**config.mk**
```make
export PLATFORM = sky130hd
export DESIGN_NAME = seq_alu_display
export DESIGN_NICKNAME = d
export VERILOG_FILES = /design/src/rtl/alu_pkg.sv /design/src/rtl/seg7_scan.sv /design/src/rtl/seq_alu_display.sv
export SDC_FILE = /design/constraint.sdc
export NUM_CORES = 1
export LEC_CHECK = 0
export ABC_CLOCK_PERIOD_IN_PS = 3000
export CAP_MARGIN = 15
export CORE_AREA = 4 4 131 70
export CTS_BUF_LIST = sky130_fd_sc_hd__clkbuf_4 sky130_fd_sc_hd__clkbuf_8
export DETAILED_ROUTE_END_ITERATION = 16
export DIE_AREA = 0 0 135 74
export GPL_TIMING_DRIVEN = 0
export PLACE_DENSITY = 0.77
export SETUP_SLACK_MARGIN = 0.2
export SKIP_CTS_REPAIR_TIMING = 1
export SLEW_MARGIN = 20
export SYNTH_ARGS = -nofsm -noshare
export SYNTH_HDL_FRONTEND = slang
export SYNTH_SLANG_ARGS = --single-unit
```
**constraint.sdc**
```tcl
create_clock -name clk -period 3 [get_ports clk]
set_input_delay 0.45 -clock clk [delete_from_list [all_inputs] [get_ports clk]]
set_output_delay 0.45 -clock clk [all_outputs]
set_load 0.02 [all_outputs]
```
**src/rtl/alu_pkg.sv**
```systemverilog
// -----------------------------------------------------------------------------
// alu_pkg
// Shared definitions for the sequential ALU with hex display:
//   - opcode values for the command input
//   - FSM state encoding used by the top-level controller
//   - hex-digit to seven-segment lookup (active-high, bit0=a .. bit6=g)
// -----------------------------------------------------------------------------
package alu_pkg;

    localparam logic [3:0] OP_ADD = 4'b0001;
    localparam logic [3:0] OP_SUB = 4'b0101;
    localparam logic [3:0] OP_DIV = 4'b1010;
    localparam logic [3:0] OP_MOD = 4'b1011;

    typedef enum logic [1:0] {
        IDLE,
        EXEC,
        DIVIDE,
        DONE
    } state_t;

    // Entry n holds the segment pattern for hex digit n, {g,f,e,d,c,b,a}.
    // Letters use the usual mixed-case shapes: A b C d E F.
    localparam logic [15:0][6:0] SEG_TABLE = {
        7'b1110001,   // F
        7'b1111001,   // E
        7'b1011110,   // d
        7'b0111001,   // C
        7'b1111100,   // b
        7'b1110111,   // A
        7'b1101111,   // 9
        7'b1111111,   // 8
        7'b0000111,   // 7
        7'b1111101,   // 6
        7'b1101101,   // 5
        7'b1100110,   // 4
        7'b1001111,   // 3
        7'b1011011,   // 2
        7'b0000110,   // 1
        7'b0111111    // 0
    };

endpackage

```
**src/rtl/seg7_scan.sv**
```systemverilog
// -----------------------------------------------------------------------------
// seg7_scan
// Time-multiplexed hex seven-segment driver. A free-running counter defines
// digit slots of SCAN_DIV clocks; at each slot boundary the active digit moves
// one position up (wrapping to digit 0) and the segment pattern for that
// digit's nibble of 'value' is latched, so digit_sel and display change in
// the same cycle.
// Ports:
//   clk        rising-edge clock
//   rst        synchronous active-high reset (digit 0 selected, counter 0)
//   value      4*NDIG-bit value to show, nibble i on digit i
//   digit_sel  one-hot active-high digit enable, bit 0 = least-significant
//   display    active-high segments [0]=a .. [6]=g
// -----------------------------------------------------------------------------
module seg7_scan
    import alu_pkg::*;
#(
    parameter int NDIG     = 2,
    parameter int SCAN_DIV = 1024
) (
    input  logic              clk,
    input  logic              rst,
    input  logic [4*NDIG-1:0] value,
    output logic [NDIG-1:0]   digit_sel,
    output logic [6:0]        display
);

    localparam int CW = (SCAN_DIV > 1) ? $clog2(SCAN_DIV) : 1;
    localparam int IW = (NDIG > 1) ? $clog2(NDIG) : 1;
    localparam logic [CW-1:0] CNT_LAST = CW'(SCAN_DIV - 1);
    localparam logic [IW-1:0] IDX_LAST = IW'(NDIG - 1);

    logic [CW-1:0] scan_cnt;
    logic [IW-1:0] idx;
    logic [IW-1:0] idx_next;
    logic [3:0]    nibble;

    // The digit index is kept in binary so the one-hot select and the nibble
    // mux both derive from it; this also keeps NDIG=1 legal.
    always_comb begin
        idx_next = (idx == IDX_LAST) ? '0 : idx + IW'(1);
        nibble   = '0;
        for (int i = 0; i < NDIG; i++) begin
            if (idx_next == IW'(i)) begin
                nibble = value[4*i +: 4];
            end
        end
    end

    // Slot counter plus the registered digit select and segment outputs.
    // The pattern is only refreshed at a slot boundary, so a new value shows
    // up starting with the next digit slot.
    always_ff @(posedge clk) begin
        if (rst) begin
            scan_cnt  <= '0;
            idx       <= '0;
            digit_sel <= NDIG'(1);
            display   <= SEG_TABLE[0];
        end else if (scan_cnt == CNT_LAST) begin
            scan_cnt  <= '0;
            idx       <= idx_next;
            digit_sel <= NDIG'(1) << idx_next;
            display   <= SEG_TABLE[nibble];
        end else begin
            scan_cnt  <= scan_cnt + CW'(1);
        end
    end

endmodule

```
**src/rtl/seq_alu_display.sv**
```systemverilog
// -----------------------------------------------------------------------------
// seq_alu_display
// Width-generic sequential ALU (ADD, SUB, restoring DIV/MOD) with a
// start/busy/done handshake and a multiplexed hex readout of the last result.
// Ports:
//   clk, rst          clock, synchronous active-high reset
//   start             request, only sampled while idle
//   input_a, input_b  operands (captured on an accepted start)
//   command           opcode: 0001 ADD, 0101 SUB, 1010 DIV, 1011 MOD
//   busy              high whenever the controller is not idle
//   done              one-cycle pulse; result/carry/error valid from here on
//   result            registered result, held until the next done
//   carry             ADD/SUB carry-out (SUB: 1 = no borrow), else 0
//   error             ADD/SUB signed overflow, DIV/MOD divide by zero
//   display           active-high segments of the selected digit
//   digit_sel         one-hot digit enable, bit 0 = least-significant nibble
// -----------------------------------------------------------------------------
module seq_alu_display
    import alu_pkg::*;
#(
    parameter int WIDTH    = 8,
    parameter int NDIG     = WIDTH / 4,
    parameter int SCAN_DIV = 1024
) (
    input  logic             clk,
    input  logic             rst,
    input  logic             start,
    input  logic [WIDTH-1:0] input_a,
    input  logic [WIDTH-1:0] input_b,
    input  logic [3:0]       command,
    output logic             busy,
    output logic             done,
    output logic [WIDTH-1:0] result,
    output logic             carry,
    output logic             error,
    output logic [6:0]       display,
    output logic [NDIG-1:0]  digit_sel
);

    localparam int DCW = $clog2(WIDTH + 1);
    localparam logic [DCW-1:0] DIV_LAST = DCW'(WIDTH - 1);
    localparam int VW = 4 * NDIG;

    state_t state;
    state_t state_next;

    logic [WIDTH-1:0] a_q;
    logic [WIDTH-1:0] b_q;
    logic [3:0]       op_q;
    logic [WIDTH-1:0] rem_q;
    logic [WIDTH-1:0] quo_q;
    logic [DCW-1:0]   div_cnt;

    logic             is_sub;
    logic [WIDTH-1:0] b_eff;
    logic [WIDTH:0]   sum;
    logic             carry_into_msb;
    logic             overflow;

    logic [WIDTH:0]   shifted;
    logic [WIDTH-1:0] diff;
    logic             fits;
    logic [WIDTH-1:0] rem_next;
    logic [WIDTH-1:0] quo_next;

    logic             start_is_div;

    // Add/subtract share one adder: subtraction is a + ~b + 1. Signed
    // overflow is carry-out XOR the carry into the sign bit, which is
    // recovered from the sign bits of the operands and the sum.
    always_comb begin
        is_sub         = (op_q == OP_SUB);
        b_eff          = is_sub ? ~b_q : b_q;
        sum            = {1'b0, a_q} + {1'b0, b_eff} + (WIDTH + 1)'(is_sub);
        carry_into_msb = a_q[WIDTH-1] ^ b_eff[WIDTH-1] ^ sum[WIDTH-1];
        overflow       = sum[WIDTH] ^ carry_into_msb;
    end

    // One restoring-division step: shift the next dividend bit into the
    // partial remainder and subtract the divisor if it fits. The quotient
    // is built in the dividend register as its bits are shifted out.
    always_comb begin
        shifted  = {rem_q, quo_q[WIDTH-1]};
        fits     = (shifted >= {1'b0, b_q});
        diff     = shifted[WIDTH-1:0] - b_q;
        rem_next = fits ? diff : shifted[WIDTH-1:0];
        quo_next = {quo_q[WIDTH-2:0], fits};
    end

    // Next-state logic and handshake outputs. Divide by zero skips the
    // iterative path and is reported from EXEC like the single-cycle ops.
    always_comb begin
        state_next   = state;
        busy         = (state != IDLE);
        done         = (state == DONE);
        start_is_div = ((command == OP_DIV) || (command == OP_MOD)) && (input_b != '0);
        case (state)
            IDLE:    if (start) state_next = start_is_div ? DIVIDE : EXEC;
            EXEC:    state_next = DONE;
            DIVIDE:  if (div_cnt == DIV_LAST) state_next = DONE;
            DONE:    state_next = IDLE;
            default: state_next = IDLE;
        endcase
    end

    // State register.
    always_ff @(posedge clk) begin
        if (rst) begin
            state <= IDLE;
        end else begin
            state <= state_next;
        end
    end

    // Operand capture, division iteration and result/flag registers.
    // Reset mid-operation simply drops the work; no done is produced.
    always_ff @(posedge clk) begin
        if (rst) begin
            a_q     <= '0;
            b_q     <= '0;
            op_q    <= '0;
            rem_q   <= '0;
            quo_q   <= '0;
            div_cnt <= '0;
            result  <= '0;
            carry   <= 1'b0;
            error   <= 1'b0;
        end else begin
            case (state)
                IDLE: begin
                    if (start) begin
                        a_q     <= input_a;
                        b_q     <= input_b;
                        op_q    <= command;
                        rem_q   <= '0;
                        quo_q   <= input_a;
                        div_cnt <= '0;
                    end
                end
                EXEC: begin
                    case (op_q)
                        OP_ADD, OP_SUB: begin
                            result <= sum[WIDTH-1:0];
                            carry  <= sum[WIDTH];
                            error  <= overflow;
                        end
                        OP_DIV, OP_MOD: begin
                            result <= '0;
                            carry  <= 1'b0;
                            error  <= 1'b1;
                        end
                        default: begin
                            result <= '0;
                            carry  <= 1'b0;
                            error  <= 1'b0;
                        end
                    endcase
                end
                DIVIDE: begin
                    rem_q   <= rem_next;
                    quo_q   <= quo_next;
                    div_cnt <= div_cnt + DCW'(1);
                    if (div_cnt == DIV_LAST) begin
                        result <= (op_q == OP_MOD) ? rem_next : quo_next;
                        carry  <= 1'b0;
                        error  <= 1'b0;
                    end
                end
                default: ;
            endcase
        end
    end

    seg7_scan #(
        .NDIG     (NDIG),
        .SCAN_DIV (SCAN_DIV)
    ) u_scan (
        .clk       (clk),
        .rst       (rst),
        .value     (VW'(result)),
        .digit_sel (digit_sel),
        .display   (display)
    );

endmodule

```
==> results by group <==
Outcome
  – Outcome: finished clean

Clock network
  – CTS sink count: just over 70
  – CTS tree: built
  – Skew-Pair Late Insertion Delay: roughly 0.36 ns
  – Cts bufs inserted: 9
  – Max clock buf depth: 2
  – Clock Tree Root: clkbuf_8
  – H-tree depth: 3
  – Clk pin slew, worst setup/hold paths: 0.08 ns

Route
  – DRT Pass-1 Iters: 5
  – Via count: 3987
  – Via density: about 5.8
  – Routed wire length: 11.2 mm
  – DRC viols: 0
  – Post-DRT Antenna Nets: 0
  – Wire length per cell: 16.4 um
  – Initial DRC count: 310

Placed design
  – Port Buffers: 43
  – Placer Congestion: about 0.95
  – Post-DP Area: around 4700 um^2
  – DP HPWL: between 8 and 9 mm

Power and ir drop
  – Power density cells: 835 nW/um^2
  – Seq pwr share: 29.6%
  – Power Internal: 0.00230 W
  – Gate power share: 51.4%
  – Net Sw Frac: between 40 and 50%
  – VDD IR max: 0.000368 V
  – Switching power: 0.00192 W
  – Total power: 0.00421 W
  – Clk network pwr share: 19.0%
  – Leak: 1.98 nW

Setup path
  – Max FO, Critical Path: 4
  – Slowest stage cell, crit path: or4b_4
  – Crit path from: op_q[1]
  – Bufs and invs on worst path: 1
  – Worst EP arrival: 3.14 ns
  – Worst Path Required: 3.29 ns
  – Cell Chain, Critical Path: and4bb_1 > buf_6 > mux2_4 > fa_2 > a211oi_4 > o21bai_2 > a2111oi_4 > nor3_2 > or4b_4 > o211ai_2
  – Cell family with the largest share of critical-path delay: simple AND/OR/NAND/NOR gates
  – Critical Path Start Type: flop
  – Max stage delay on crit path: between 0.4 and 0.5 ns
  – Reg2Reg Launch Point: op_q[1]
  – CP Capture Type: flop
  – Kind of critical path: reg -> reg

Timing
  – Hold Fails Final Rpt: 0
  – Fin crit period: about 2.9 ns
  – Final setup viols: 0
  – Worst slew margin: 34.8%
  – Final setup skew: 0.00494 ns
  – Max Slew Vio Count: 0
  – RSZ-0062 raised after global routing: true
  – Hold slack: 0.459 ns
  – Final period util: 95.1%
  – FMAX: 0.351 GHz
  – Worst-Margin Slew: 0.975 ns

Yosys
  – Main combinational cell family by area after synthesis: compound AO/OA/AOI/OAI gates
  – Syn_area_per_cell: 8.23 um^2
  – Ys Warns: 0
  – Synth Register Bits: a little over 70
  – Area fraction in compound gates after synthesis: a little under a quarter
  – Post-synthesis mux area share: 4.45%
  – Mapped Area: 4160 um^2
  – Async SR Flop Fraction: 0%
  – Simple-gate share of the synthesized area: 19.4%
  – Main flop type after synthesis: dfxtp_1
  – Sequential cell area fraction in the yosys report: 34.2%
  – XOR/XNOR share of the synthesized area: around 4.8%
  – Post-Synth Adder-Cell Area: under 10%
  – Yosys cell types: 64
  – Post-synth EDFFs: 0
  – Syn Nets: 557
  – Mapped Cells: 505

Global routing
  – Vias in the first global route: 3660
  – Antenna violations before repair: 0
  – First-pass GRT wire length: 18.3 mm
  – Largest net degree at the start of global routing: 13
  – Gr ovfl total: 0
  – GRT Util Overall: 23.2%

Flow run
  – Max_cap viols: 0

Cells and area
  – Diode count: 0
  – Nets: 619
  – Post-layout util: 63.7%
  – Layout cell share with drive strength beyond 1: 9.44%
  – Layout area overhead: 21.3%
  – Design Area, Final: a little over 5000 um^2

Worst hold path
  – HP Start: b_q[7]
  – HP Class: reg -> reg

Floorplanning
  – Die area: 9990 um^2
  – Die W: 135 um
  – Rows: 23
  – Die span in y: 74 um
  – Initial Utilization: 52.5%
  – Core area: 7910 um^2
  – Ports: 44
## through the flow
step / setup slack [ns] / cells / setup TNS, ns
after floorplan: 0.256 / 505 / 0
after global placement: 0.0930 / 660 / 0
after detailed placement: 0.0440 / 660 / 0
after CTS: -0.0141 / 676 / -0.0141
after global routing: 0.0854 / 684 / 0
final: 0.148 / 684 / 0
## cells by family (layout without fill, tap and decap cells)
group | count (synthesis) | count (layout)
buffers and inverters | 42 | 109
muxes | 17 | 17
AOI/OAI and AO/OA | 150 | 150
DFF | 71 | 71
xor gates and xnor gates | 23 | 23
adders and majority gates | 29 | 29
and+or+nand+nor | 173 | 173
## synth_stat cells (3+ instances only)
library cell | instances | share of area (%)
nor3_1 | 8 | 0.96
a32oi_1 | 4 | 0.84
xnor2_1 | 11 | 2.3
a31oi_1 | 3 | 0.45
ha_1 | 27 | 8.1
o21ai_1 | 7 | 0.84
inv_1 | 19 | 1.7
nand4_1 | 7 | 1.1
nor2b_1 | 5 | 0.75
nand2_1 | 79 | 7.1
nand3b_1 | 3 | 0.54
a21oi_1 | 48 | 5.8
o22ai_1 | 6 | 0.90
dfxtp_1 | 71 | 34
o21ai_0 | 21 | 2.5
buf_1 | 3 | 0.27
nor2_1 | 42 | 3.8
clkbuf_1 | 14 | 1.3
a211oi_1 | 20 | 3.6
a21o_1 | 4 | 0.72
nand3_1 | 6 | 0.72
o211ai_1 | 11 | 2.0
xor2_1 | 12 | 2.5
and3_1 | 5 | 0.75
a22oi_1 | 5 | 0.90
mux2i_1 | 14 | 3.4
nand2b_1 | 4 | 0.60
## path summary, 6_finish.rpt
kind	end	slack, ns	depth (start not counted)
max reg2reg	error	0.15	10
max	error	0.15	10
min	b_q[7]	0.46	2
min reg2reg	b_q[7]	0.46	2
## sequential cells by signal, indices dropped and copies added (netlist names), 4 cells and up
register and cells:
u_scan.scan_cnt 10, a_q 8, b_q 8, quo_q 8
rem_q 8, result 8, u_scan.display 7, div_cnt 4
op_q 4
## power by group through the flow
| stage | registers (W) | clock network, W | logic, W |
|---|---|---|---|
| global placement | 0.00126 | 0 | 0.00202 |
| global route | 0.00127 | 0.000846 | 0.00240 |
| floorplan | 0.00125 | 0 | 0.00147 |
| CTS | 0.00124 | 0.000800 | 0.00206 |
| finish | 0.00125 | 0.000799 | 0.00217 |
| detailed placement | 0.00126 | 0 | 0.00204 |
## layer usage
layer | share of wire [%] | GRT usage (%) | vias to the layer above
li1 | - | - | 1944
met1 | 45 | 30.7 | 1829
met2 | 43 | 36.3 | 179
met3 | 8.9 | 7.16 | 35
met4 | 3.0 | 9.05 | 0
met5 | 0 | 0 | -
## area by class of cell
type / count / area [um^2]
plain buffers: 23 / 120
clock buffers: 11 / 145
clock inverters: 5 / 56.3
fillers: 689 / 2870
inverters: 19 / 71.3
multi-input cells: 392 / 2580
flip-flops and latches: 71 / 1430
well taps: 112 / 140
repair buffers: 51 / 503
## placed cells by master (no fill, tap or decap), drive strengths merged, types with 3 or more instances in the layout
cell           count
and3               5
clkdlybuf4s50     43
o211ai            12
nor2              42
o21ai             28
xnor2             11
buf               15
nand3b             3
a21o               4
o22ai              6
a32oi              4
a211oi            21
dfxtp             71
clkbuf            27
a31oi              3
nand2             80
a22oi              6
xor2              12
nand4              7
nand3              6
mux2i             14
inv               20
nor3               8
nand2b             4
ha                27
nor2b              6
a21oi             49
## tightest hold or removal path, cell delays in order, from the launching register on
cell	delay [ns]
dfxtp_1	0.31
nand2_1	0.05
a21oi_1	0.05
Note: power is estimated with default switching activity, not from simulation.
